$ cat config.mk
export PLATFORM = sky130hd
export DESIGN_NAME = cobs_frame_packetizer
export DESIGN_NICKNAME = d
export VERILOG_FILES = /design/src/rtl/cobs_frame_packetizer.sv
export SDC_FILE = /design/constraint.sdc
export NUM_CORES = 1
export LEC_CHECK = 0
export CAP_MARGIN = 10
export CORE_MARGIN = 2
export CORE_UTILIZATION = 50
export CTS_BUF_LIST = sky130_fd_sc_hd__clkbuf_8 sky130_fd_sc_hd__clkbuf_16
export CTS_CLUSTER_DIAMETER = 60
export DETAILED_ROUTE_END_ITERATION = 10
export PLACE_DENSITY = 0.83
export SETUP_SLACK_MARGIN = 0.1
export SLEW_MARGIN = 20
export SYNTH_ARGS = -nofsm -noshare
export SYNTH_HDL_FRONTEND = slang
export SYNTH_SLANG_ARGS = --single-unit
$ cat constraint.sdc
create_clock -name clk -period 10.7 [get_ports clk]
set_input_delay 2.14 -clock clk [delete_from_list [all_inputs] [get_ports clk]]
set_output_delay 2.14 -clock clk [all_outputs]
set_load 0.05 [all_outputs]
$ cat src/rtl/cobs_frame_packetizer.sv
// cobs_frame_packetizer: gathers one sample per channel into a seq-numbered frame, COBS-encodes it and streams bytes ending in a 0x00 delimiter.
// Define PACKETIZER_CRC8_EN to append a CRC-8 (poly 0x07) byte to the raw frame before encoding.
module cobs_frame_packetizer #(
  parameter int NUM_CHANNELS = 2,
  parameter int SAMPLE_WIDTH = 12
) (
  input  logic                                 clk,
  input  logic                                 rst,
  input  logic [NUM_CHANNELS*SAMPLE_WIDTH-1:0] s_axis_tdata,
  input  logic [NUM_CHANNELS-1:0]              s_axis_tvalid,
  output logic [NUM_CHANNELS-1:0]              s_axis_tready,
  output logic [7:0]                           m_axis_tdata,
  output logic                                 m_axis_tvalid,
  input  logic                                 m_axis_tready,
  output logic                                 m_axis_tlast
);
  localparam int L_RAW = 1 + 2*NUM_CHANNELS;
`ifdef PACKETIZER_CRC8_EN
  localparam int L = L_RAW + 1;
`else
  localparam int L = L_RAW;
`endif
  localparam int AW = $clog2(L + 1);
  localparam int FW = (1 << AW) * 8;
  localparam logic [AW-1:0] LEN = AW'(L);
  typedef enum logic [2:0] {COLLECT, SCAN, EMIT_CODE, EMIT_DATA, EMIT_DELIM} state_t;
  state_t r_state, w_next;
  logic [7:0] r_seq;
  logic [FW-1:0] r_buf, w_frame;
  logic [L_RAW*8-1:0] w_raw;
  logic [AW-1:0] r_ptr, r_rd;
  logic [7:0] w_byte, w_data, w_code;
  logic w_cap, w_hs, w_more, w_run0, w_last_data;
  assign w_raw[7:0] = r_seq;
  for (genvar k = 0; k < NUM_CHANNELS; k++) begin : g_ch
    assign w_raw[16*k+8 +: 16] = 16'(s_axis_tdata[k*SAMPLE_WIDTH +: SAMPLE_WIDTH]);
  end
`ifdef PACKETIZER_CRC8_EN
  logic [7:0] w_crc;
  function automatic logic [7:0] crc8_step(input logic [7:0] c, input logic [7:0] b);
    logic [7:0] r;
    r = c ^ b;
    for (int i = 0; i < 8; i++) r = r[7] ? ({r[6:0], 1'b0} ^ 8'h07) : {r[6:0], 1'b0};
    return r;
  endfunction
  always_comb begin
    w_crc = '0;
    for (int i = 0; i < L_RAW; i++) w_crc = crc8_step(w_crc, w_raw[i*8 +: 8]);
  end
  assign w_frame = FW'({w_crc, w_raw});
`else
  assign w_frame = FW'(w_raw);
`endif
  // Buffer slots past the frame read as zero, so the scan also stops at end of frame.
  assign w_byte = r_buf[{r_ptr, 3'b000} +: 8];
  assign w_data = r_buf[{r_rd, 3'b000} +: 8];
  assign w_code = 8'(r_ptr) - 8'(r_rd) + 8'd1;
  assign w_cap = !rst && (r_state == COLLECT) && (&s_axis_tvalid);
  assign s_axis_tready = {NUM_CHANNELS{w_cap}};
  assign w_hs = m_axis_tvalid && m_axis_tready;
  assign w_more = r_ptr != LEN;
  assign w_run0 = r_ptr == r_rd;
  assign w_last_data = (r_rd + AW'(1)) == r_ptr;
  always_comb begin
    w_next = r_state;
    m_axis_tvalid = 1'b0;
    m_axis_tlast = 1'b0;
    m_axis_tdata = '0;
    case (r_state)
      COLLECT: w_next = w_cap ? SCAN : COLLECT;
      SCAN: w_next = (w_byte == 8'h00) ? EMIT_CODE : SCAN;
      EMIT_CODE: begin
        m_axis_tvalid = 1'b1;
        m_axis_tdata = w_code;
        if (m_axis_tready) w_next = !w_run0 ? EMIT_DATA : w_more ? SCAN : EMIT_DELIM;
      end
      EMIT_DATA: begin
        m_axis_tvalid = 1'b1;
        m_axis_tdata = w_data;
        if (m_axis_tready && w_last_data) w_next = w_more ? SCAN : EMIT_DELIM;
      end
      EMIT_DELIM: begin
        m_axis_tvalid = 1'b1;
        m_axis_tlast = 1'b1;
        if (m_axis_tready) w_next = COLLECT;
      end
      default: w_next = COLLECT;
    endcase
  end
  always_ff @(posedge clk) begin
    if (rst) begin
      r_state <= COLLECT;
      r_seq <= '0;
      r_ptr <= '0;
      r_rd <= '0;
    end else begin
      r_state <= w_next;
      if (w_cap) begin
        r_buf <= w_frame;
        r_seq <= r_seq + 8'd1;
        r_ptr <= '0;
        r_rd <= '0;
      end
      if (r_state == SCAN && w_byte != 8'h00) r_ptr <= r_ptr + AW'(1);
      if (r_state == EMIT_DATA && w_hs) r_rd <= r_rd + AW'(1);
      // Group ended on a zero: skip it and start the next group right after.
      if ((r_state == EMIT_CODE || r_state == EMIT_DATA) && w_next == SCAN) begin
        r_ptr <= r_ptr + AW'(1);
        r_rd <= r_ptr + AW'(1);
      end
    end
  end
endmodule

======== Word-level counts from Yosys, hierarchy flattened ========
Index checks and enable logic that the tools add are counted.
word-level totals
  flip-flop bits (word level) ............. 49
  output and inout port bits .............. 12
  word-level logic and storage cells ...... 54
operators by class
  add/subtract/negate cells ............... 5
  equal/unequal tests ..................... 8
  shift operators ......................... 2
  multiplexer cells ....................... 16
  bitwise operators ....................... 1
  reductions and logical operators ........ 17
operator list
  kind                   count
  $shiftx A64 B7 Y8      2
  $mux W3                10
  $pmux W8 S2            1
  $pmux W3 S5            1
  $add A8 B1 Y8 const B  1
  $logic_not A8 Y1       1
  $reduce_bool A8 Y1     1
  $logic_and A1 B1 Y1    7
  $add A3 B1 Y3 const B  2
  $eq A3 B1 Y1 const B   2
  $eq A3 B2 Y1 const B   2
  $eq A3 B3 Y1           2
  $reduce_bool A3 Y1     2
  $add A4 B2 Y5 const B  1
  $reduce_and A2 Y1      2
  $sub A3 B3 Y4          1
  $eq A3 B3 Y1 const B   1
  $logic_not A3 Y1       1
  $mux W1                3
  $ne A3 B3 Y1 const B   1
  $reduce_or A3 Y1       1
  $mux W2                1
  $logic_not A1 Y1       1
  $logic_or A1 B1 Y1     1
  $not A1 Y1             1

======== Logic depth before layout (Yosys ltp) ========
Gate-level depths: netlist of run 1.
  word-level depth ........................ 8
  mapped depth ............................ 10
  mapped depth without buffers ............ 8

======== Least setup slack after synthesis of run 1 ========
Ideal clock, no wire load.
  path kind ............................... input-to-reg
  from .................................... input port rst
  to ...................................... register r_buf[0], enable pin
  library setup time ...................... 0.502 ns
  arrival ................................. 5.499 ns
  data required time ...................... 10.198 ns
  path slack .............................. 4.700 ns
  stages on the path ...................... 2
  buffers on the path ..................... 1
  cells stage by stage .................... clkbuf_1 > nor4_1
between the ends
  word-level cells in the longest chain between the ends .. 4
  elaborated cells between the ends (all ways) .. 5
  classes of those cells .................. bitwise (1); reduce/logical (4)
RTL lines
  what                                  RTL line  RTL
  start, declared                       8         input logic rst,
  $logic_not A1 Y1                      58        assign w_cap = !rst && (r_state == COLLECT) && (&s_axis_tvalid);
  $logic_and A1 B1 Y1 (2 in series)     58
  $reduce_and A2 Y1 (no source line) *  --
  end signal, assigned                  99        r_buf <= w_frame;
  end, declared                         29        logic [FW-1:0] r_buf, w_frame;
Mark *: on every way between the ends. The rest lies on a longest branch, timed or not.
A chain may end at the register's enable or synchronous reset.

======== Final worst setup path of run 1 ========
  from .................................... input port rst
  to ...................................... output port s_axis_tready[1]
between the ends
  word-level cells in the longest chain between the ends .. 3
RTL lines
  what                               RTL line  RTL
  $logic_not A1 Y1                   58
  $logic_and A1 B1 Y1 (2 in series)  58
  end, declared                      11        output logic [NUM_CHANNELS-1:0] s_axis_tready,
Every way passes these cells.

==> results of run 1 <==
==> synth_stat cells (2+ instances only) <==
master / instances / area, um2
xnor2_1: 4 / 35.03
ha_1: 8 / 100.1
or4_1: 3 / 22.52
and4_1: 2 / 17.52
dfxtp_1: 17 / 340.3
clkbuf_1: 5 / 18.77
mux2i_1: 3 / 30.03
and3_1: 4 / 25.02
a21o_1: 4 / 30.03
buf_2: 2 / 10.01
a211oi_1: 3 / 22.52
nor3b_1: 2 / 15.01
inv_1: 11 / 41.29
and2_1: 3 / 18.77
o21ai_0: 7 / 35.03
xor2_1: 7 / 61.31
nor2_1: 18 / 67.56
o21ai_1: 2 / 10.01
nand2_1: 11 / 41.29
mux2_2: 4 / 45.04
nand3_1: 9 / 45.04
a22oi_1: 6 / 45.04
mux4_2: 4 / 90.09
a21oi_1: 8 / 40.04
nor4_1: 9 / 56.30
a221oi_1: 2 / 17.52
nor3_1: 6 / 30.03
edfxtp_1: 32 / 960.9
nand4_1: 2 / 12.51
buf_4: 2 / 15.01
==> layout by cell type (no fill, tap or decap), types with 2 or more instances in the layout <==
master	synthesis	layout
nand4_1	2	2
clkdlybuf4s50_1	0	40
a21oi_1	8	8
a221oi_1	2	2
nor4_1	9	7
nor4_2	1	3
and3_1	4	4
o21ai_1	2	2
mux4_2	4	4
a22oi_1	6	6
xnor2_1	4	4
nor2_1	18	18
a21o_1	4	4
nor3_1	6	6
mux2_2	4	4
dfxtp_1	17	17
nand2_1	11	11
mux2i_1	3	3
edfxtp_1	32	32
xor2_1	7	7
a211oi_1	3	3
and2_1	3	3
nand3_1	9	9
ha_1	8	8
buf_4	2	2
inv_1	11	11
o21ai_0	7	7
and4_1	2	2
clkbuf_8	0	5
or4_1	3	3
nor3b_1	2	2
==> metal layers <==
layer,up-vias,GRT usage (%),wire length [um],share of wire (%)
li1,906,-,-,-
met1,854,23.74,1992,39
met2,54,37.27,2799,55
met3,9,4.472,232,4.5
met4,0,6.548,95,1.9
met5,-,0,0,0
==> logic make-up after synthesis <==
logic type	count (synthesis)	share of synthesized area [%]
adder cells (fa/ha/maj)	9	4.844
buffers and inverters	21	3.885
multiplexers	11	6.660
flip-flops	49	52.47
XOR/XNOR	12	4.541
AO/OA/AOI/OAI	41	11.25
AND/OR/NAND/NOR	76	16.35
==> stage by stage <==
stage | hold slack [ns] | util (%) | cell area [um2]
after detailed placement | 0.4447 | 61.76 | 2937
after CTS | 0.4663 | 64.08 | 3047
final | 0.4646 | 64.08 | 3047
after global routing | 0.4888 | 64.08 | 3047
after global placement | 0.4467 | 61.76 | 2937
after floorplan | 0.4280 | - | 2480
==> cell type report <==
cell class	instances	area, um2	area share, %
clock buffers	5	68.82	2.259
inverters	11	41.29	1.355
flip-flops and latches	49	1301	42.71
clock inverters	3	41.29	1.355
multi-input cells	149	1095	35.93
well taps	67	83.83	2.752
repair buffers	42	415.4	13.63
==> path summary, 6_finish.rpt <==
check	start	to	slack, ns
worst max-delay path	rst	s_axis_tready[1]	4.25
worst min-delay path	r_seq[7]	r_buf[7]	0.46
worst max register to register	r_rd[0]	r_ptr[2]	8.06
worst min register to register	r_seq[7]	r_buf[7]	0.46
==> state kept, by name, summed over array words and instances (netlist names) <==
register / cells
r_buf: 32
r_seq: 8
r_rd: 3
r_ptr: 3
r_state: 3
==> power by group <==
part           internal, mW  leakage (nW)  switching, mW
registers             0.209         0.435        0.00858
clock network        0.0688        0.0518         0.0604
logic                0.0277         0.593         0.0316
total                 0.306          1.08          0.101
==> flow_summary.ini, run 1 <==
[die]
die_h_um = 74.43
die_w_um = 74.43
io_pins = 41
row_count = 25
initial_core_util_pct = 52.16
dieArea_mm2 = 0.005539
coreArea_mm2 = 0.004755

[run]
cap_violations = 0

[setup_path]
crit_path_max_incr_delay_ns = 0.88
worstSetupStartpointType = input port
crit_path_end_kind = output pin
worstPathRequired_ns = 8.56
crit_cells = 3
crit_chain = clkdlybuf4s50_1, nor4_2, clkdlybuf4s50_1
slowest_stage = clkdlybuf4s50_1
r2r_cells = 7
crit_arrival_ns = 4.31
path_max_fanout = 19
crit_buf_inv = 2
path_class = in2out
cp_top_family = buffers and inverters
cpMostUsedCell = clkdlybuf4s50_1

[placed_design]
io_buffers = 40
post-place-ws_ns = 4.252
finalWeightedCongestion = 0.7812
place_hpwl_mm = 3.939
placed_cells = 318

[sta]
fin_crit_ns = 6.452
fmax_mhz = 155.0
tns_ns = 0
slew_headroom_pct = 53.19
worstMarginPinSlew_ns = 0.7000
fin_crit_sh_pct = 60.30
finalMaxSlewViolations = 0
timing_hold_violations_final = 0
clock_skew_ns = 0.009403
setup_viol = 0
rsz0062_at_grt = no
setup_slack_ns = 4.248

[clock_network]
cts_root_buf = clkbuf_8
clock_sinks = 49
cts_max_path_buffers = 2
hold_buffers = 0
htree_levels = 2
clock_latency_ns = 0.31
post_cts_buffers = 0
clkTransAtPathRegs_ns = 0.08
tritoncts = built
numCtsBuffers = 5
cts_resized = 0

[min_path]
min_path_type = reg2reg
holdPathStages = 0

[route]
drt_iter0_drc = 99
wl_per_cell_um = 15.71
vias = 1823
vias_per_cell = 5.592
dr.pass1.iters = 4
drc_errors = 0
totalWireLength_mm = 5.120
antenna_left = 0

[synthesis]
avgSynthCellArea_um2 = 11.32
ys_ff_latch = 49
synth-warning-count = 0
synth_edf_count = 32
synth_area_mm2 = 0.002480
netlist_instances = 219
async_flop_share_pct = 0
synth_nets = 257
synthFlopType = edfxtp_1
yosysSeqAreaShare_pct = 52.47
synth_cell_types = 49

[pwr]
ir_drop_uv = 116.6
power.density_mw_per_mm2 = 133.4
cellLeakagePower_nw = 1.079
power_mw = 0.4063

[cells_and_area]
area_delta_synth_final_pct = 22.86
n_antenna_cell = 0
drive_gt1_share_pct = 8.494
fin_nets = 296
fillerInstances = 401
instances_no_fill = 326

[global_route]
antenna_found_initial = 0
grt-ovfl-total = 0
grt_pass1_vias = 1800
track_usage_pct = 20.39
grt_max_degree = 33
grt_pass1_wl_mm = 8.418

[status]
outcome = finished, final reports clean
(Power assumes the default switching activity.)
==> run 2: changes to the inputs <==
==> constraint.sdc (replaced) <==
create_clock -name clk -period 6.4 [get_ports clk]
set_input_delay 1.28 -clock clk [delete_from_list [all_inputs] [get_ports clk]]
set_output_delay 1.28 -clock clk [all_outputs]
set_load 0.05 [all_outputs]
==> run 2 against run 1 <==
- global-route usage is essentially flat
- die area is the same
- flip-flop and latch count is the same
- sequential share of layout area shrank 0.070 points
- worst setup slack lost 2.5 ns
- critical path depth grew 5
- first-iteration DRC count grew 28%
- critical path type is now reg2out
- largest power group unchanged
==> flow_summary.ini, run 2 (synthesis gave the netlist of run 1 again) <==
[setup_path]
worstPathRequired_ns = 5.12
r2r_cells = 7
path_class = reg2out
crit_path_end_kind = output pin
reg2reg_slack_ns = 3.74
worstSetupStartpointType = register
path_max_fanout = 12
crit_arrival_ns = 3.41
r2r_end = r_ptr[1]
timing.rr.start = r_rd[0]

[clock_network]
post_cts_buffers = 0
clock_sinks = 49
cts_max_path_buffers = 2
htree_levels = 2
cts_resized = 0
numCtsBuffers = 5
hold_buffers = 0
clkTransAtPathRegs_ns = 0.09
clock_latency_ns = 0.31
cts_root_buf = clkbuf_8
tritoncts = built

[sta]
tns_ns = 0
fmax_mhz = 213.3
clock_skew_ns = 0.01080
setup_slack_ns = 1.712
slew_headroom_pct = 53.77
fin_crit_sh_pct = 73.26
fin_crit_ns = 4.688
whs_ns = 0.4778
timing_hold_violations_final = 0
finalMaxSlewViolations = 0
rsz0062_at_grt = no
worstMarginPinSlew_ns = 0.6913
setup_viol = 0

[route]
dr.pass1.iters = 4
totalWireLength_mm = 5.156
antenna_left = 0
drc_errors = 0
vias_per_cell = 5.663
vias = 1846
wl_per_cell_um = 15.82
drt_iter0_drc = 127

[placed_design]
placed_cells = 318
placed_area_mm2 = 0.002937
post-place-ws_ns = 1.708
finalWeightedCongestion = 0.7865
place_hpwl_mm = 3.920
io_buffers = 40

[cells_and_area]
top_register = r_buf
layout_common_cells = clkdlybuf4s50_1 (40), edfxtp_1 (32), nor2_1 (18)
area_delta_synth_final_pct = 23.06
largest_register_ffs = 32
layout.cells.most_common = clkdlybuf4s50_1
fin_nets = 296
n_antenna_cell = 0
top_regs = r_buf: 32 flops, r_seq: 8 flops
drive_gt1_share_pct = 8.880
postLayoutCellArea_mm2 = 0.003052
instances_no_fill = 326

[global_route]
grt_pass1_wl_mm = 8.321
grt_pass1_vias = 1788
track_usage_pct = 20.42
grt-ovfl-total = 0
grt_max_degree = 33
antenna_found_initial = 0

[pwr]
p_clk_share_pct = 32.5
ir_drop_uv = 194.1
p_seq_share_pct = 53.1
switching_share_pct = 25.23
intPower_mw = 0.5128
p_sw_mw = 0.1730
cellLeakagePower_nw = 1.082
power.density_mw_per_mm2 = 224.7
p_comb_share_pct = 14.5

[run]
cap_violations = 0

[die]
coreArea_mm2 = 0.004755
row_count = 25
dieArea_mm2 = 0.005539
initial_core_util_pct = 52.16
io_pins = 41
die_h_um = 74.43
die_w_um = 74.43

[min_path]
holdPathEnd = r_buf[7]
holdPathStages = 0
min_from = r_seq[7]
min_path_type = reg2reg

[status]
outcome = finished, final reports clean
-- run 2: changes by cell type in the layout (fill, tap and decap cells not counted) --
cell,change
clkinv_4,+1
clkinv_1,-1
-- run 2: metrics by stage --
step / utilization (%) / power [mW]
floorplan: - / 0.4332
global placement: 61.76 / 0.4669
detailed placement: 61.76 / 0.4703
CTS: 64.18 / 0.6879
global route: 64.18 / 0.7141
finish: 64.18 / 0.6858
-- run 2: worst max path at each step --
stage | start | end | slack (ns) | depth (start not counted)
2_1_floorplan | rst | r_buf[0] | 1.26 | 2
3_3_place_gp | rst | s_axis_tready[1] | 1.77 | 3
3_5_place_dp | rst | s_axis_tready[1] | 1.71 | 3
4_1_cts | rst | s_axis_tready[1] | 1.71 | 3
5_1_grt | r_rd[0] | m_axis_tdata[2] | 1.55 | 8
6_report | r_rd[0] | m_axis_tdata[2] | 1.71 | 8
-- run 2: layer usage --
layer	vias to the layer above	GRT usage, %	share of wire, %
met3	14	4.878	5.2
met4	0	7.937	2.5
met5	-	0	0
met1	862	25.00	39
li1	906	-	-
met2	64	35.00	53
-- run 2: power by group through the flow --
| stage | Clock (mW) | Combinational (mW) | Sequential, mW |
|---|---|---|---|
| after floorplan | 0 | 0.0687 | 0.365 |
| after global placement | 0 | 0.0964 | 0.371 |
| after detailed placement | 0 | 0.0991 | 0.371 |
| after CTS | 0.224 | 0.0997 | 0.364 |
| after global routing | 0.238 | 0.111 | 0.366 |
| final | 0.223 | 0.0992 | 0.364 |
-- run 2: cell type report --
| class | instances | area, um2 |
|---|---|---|
| flip-flops and latches | 49 | 1301 |
| well taps | 67 | 83.83 |
| fillers | 383 | 1703 |
| repair buffers | 42 | 415.4 |
| clock buffers | 5 | 68.82 |
| clock inverters | 3 | 46.29 |
| multi-input cells | 149 | 1095 |
| inverters | 11 | 41.29 |
-- run 2: worst max-delay path, stage by stage, from the launching register on --
cell and delay (ns):
dfxtp_1 0.68, ha_1 0.24, inv_1 0.06, fa_1 0.46, ha_1 0.21, or2_2 0.29, a32oi_1 0.24, o21ai_0 0.18
clkdlybuf4s50_1 0.74
==> run 3: changes to the inputs <==
==> constraint.sdc (replaced) <==
create_clock -name clk -period 4.7 [get_ports clk]
set_input_delay 0.94 -clock clk [delete_from_list [all_inputs] [get_ports clk]]
set_output_delay 0.94 -clock clk [all_outputs]
set_load 0.05 [all_outputs]
==> run 3 against run 2 <==
- clock power up 34%
- non-clock buffer count up 4
- core utilization up 0.74 points
- die area unchanged
- first-iteration DRC count up 24%
- flip-flop and latch count unchanged
- clock-buffer cell count unchanged
- wire length up 1.7%
==> flow_summary.ini, run 3 (synthesis gave the netlist of run 1 again) <==
[status]
outcome = finished, final reports clean

[setup_path]
crit_arrival_ns = 3.23
path_max_fanout = 7
slowest_stage = clkdlybuf4s50_1
path_class = reg2out
crit_chain = inv_1, ha_1, inv_1, fa_1, ha_1, or2_2, a32oi_1, o21ai_0, clkdlybuf4s50_1
crit_path_end_kind = output pin
worstSetupStartpointType = register
cp_top_family = buffers and inverters
worstPathRequired_ns = 3.76
crit_buf_inv = 3
crit_path_max_incr_delay_ns = 0.72

[clock_network]
cts_max_path_buffers = 2
clkTransAtPathRegs_ns = 0.09
post_cts_buffers = 0
clock_latency_ns = 0.30
cts_resized = 0
htree_levels = 2
tritoncts = built
cts_root_buf = clkbuf_8
numCtsBuffers = 5
hold_buffers = 0
clock_sinks = 49

[die]
die_h_um = 74.43
dieArea_mm2 = 0.005539
io_pins = 41
die_w_um = 74.43
initial_core_util_pct = 52.16
coreArea_mm2 = 0.004755
row_count = 25

[cells_and_area]
area_delta_synth_final_pct = 24.47
top_register = r_buf
layout_common_cells = clkdlybuf4s50_1 (40), edfxtp_1 (32), nor2_1 (18)
fin_nets = 300
postLayoutCellArea_mm2 = 0.003087
n_antenna_cell = 0
fillerInstances = 373
top_regs = r_buf: 32 flops, r_seq: 8 flops
largest_register_ffs = 32
layout.cells.most_common = clkdlybuf4s50_1
drive_gt1_share_pct = 9.886
utilization_pct = 64.92

[route]
wl_per_cell_um = 15.89
drc_errors = 0
dr.pass1.iters = 4
antenna_left = 0
vias_per_cell = 5.627
totalWireLength_mm = 5.243
vias = 1857
drt_iter0_drc = 158

[sta]
tns_ns = 0
fin_crit_sh_pct = 88.62
slew_headroom_pct = 59.91
fin_crit_ns = 4.165
clock_skew_ns = 0.008973
worstMarginPinSlew_ns = 0.5935
timing_hold_violations_final = 0
finalMaxSlewViolations = 0
setup_viol = 0
rsz0062_at_grt = no
fmax_mhz = 240.1

[pwr]
cellLeakagePower_nw = 1.109
power.density_mw_per_mm2 = 303.3
switching_share_pct = 25.31
p_clk_share_pct = 31.8
ir_drop_uv = 213.8
p_sw_mw = 0.2370
intPower_mw = 0.6993
p_comb_share_pct = 15.3
p_seq_share_pct = 52.9

[global_route]
grt_max_degree = 33
grt_pass1_vias = 1840
grt_pass1_wl_mm = 8.397
track_usage_pct = 20.35
grt-ovfl-total = 0
antenna_found_initial = 0

[run]
cap_violations = 0

[placed_design]
io_buffers = 40
finalWeightedCongestion = 0.9099
place_hpwl_mm = 4.051
placed_area_mm2 = 0.002975

[min_path]
min_path_type = reg2reg
==> run 3: per-layer routing <==
layer  vias up  global-route usage (%)  wire (um)
met5         -                       0          0
met4         0                   8.730        127
met3        13                   4.472        204
met2        58                   35.10       2739
met1       875                   24.56       2171
li1        911                       -          -
==> run 3: power groups by stage <==
stage | registers [mW] | clock network (mW) | logic [mW]
finish | 0.496 | 0.298 | 0.143
global route | 0.498 | 0.322 | 0.155
CTS | 0.495 | 0.302 | 0.142
detailed placement | 0.505 | 0 | 0.141
global placement | 0.503 | 0 | 0.138
floorplan | 0.496 | 0 | 0.0941
==> run 3: layout make-up <==
class                   instances  area (um2)  share of cell area, %
flip-flops and latches         49        1301                  42.16
multi-input cells             149        1104                  35.75
repair buffers                 46       445.4                  14.43
well taps                      67       83.83                  2.716
clock buffers                   5       68.82                  2.229
clock inverters                 3       42.54                  1.378
inverters                      11       41.29                  1.338
==> run 3: stage by stage <==
stage / hold slack (ns) / power (mW) / worst slack [ns] / cells
after global routing: 0.4750 / 0.9754 / 0.4161 / 330
after CTS: 0.4600 / 0.9393 / 0.5551 / 330
final: 0.4590 / 0.9363 / 0.5349 / 330
after global placement: 0.4351 / 0.6417 / 1.027 / 322
after detailed placement: 0.4383 / 0.6460 / 0.9163 / 322
after floorplan: 0.4280 / 0.5899 / 1.244 / 219
==> run 3: final timing paths <==
| path | from | to | slack [ns] | cells after the start |
|---|---|---|---|---|
| setup reg to reg | r_ptr[0] | r_ptr[1] | 2.14 | 8 |
| setup / recovery | r_ptr[0] | m_axis_tdata[2] | 0.53 | 9 |
| hold reg to reg | r_seq[7] | r_buf[7] | 0.46 | 0 |
| hold / removal | r_seq[7] | r_buf[7] | 0.46 | 0 |
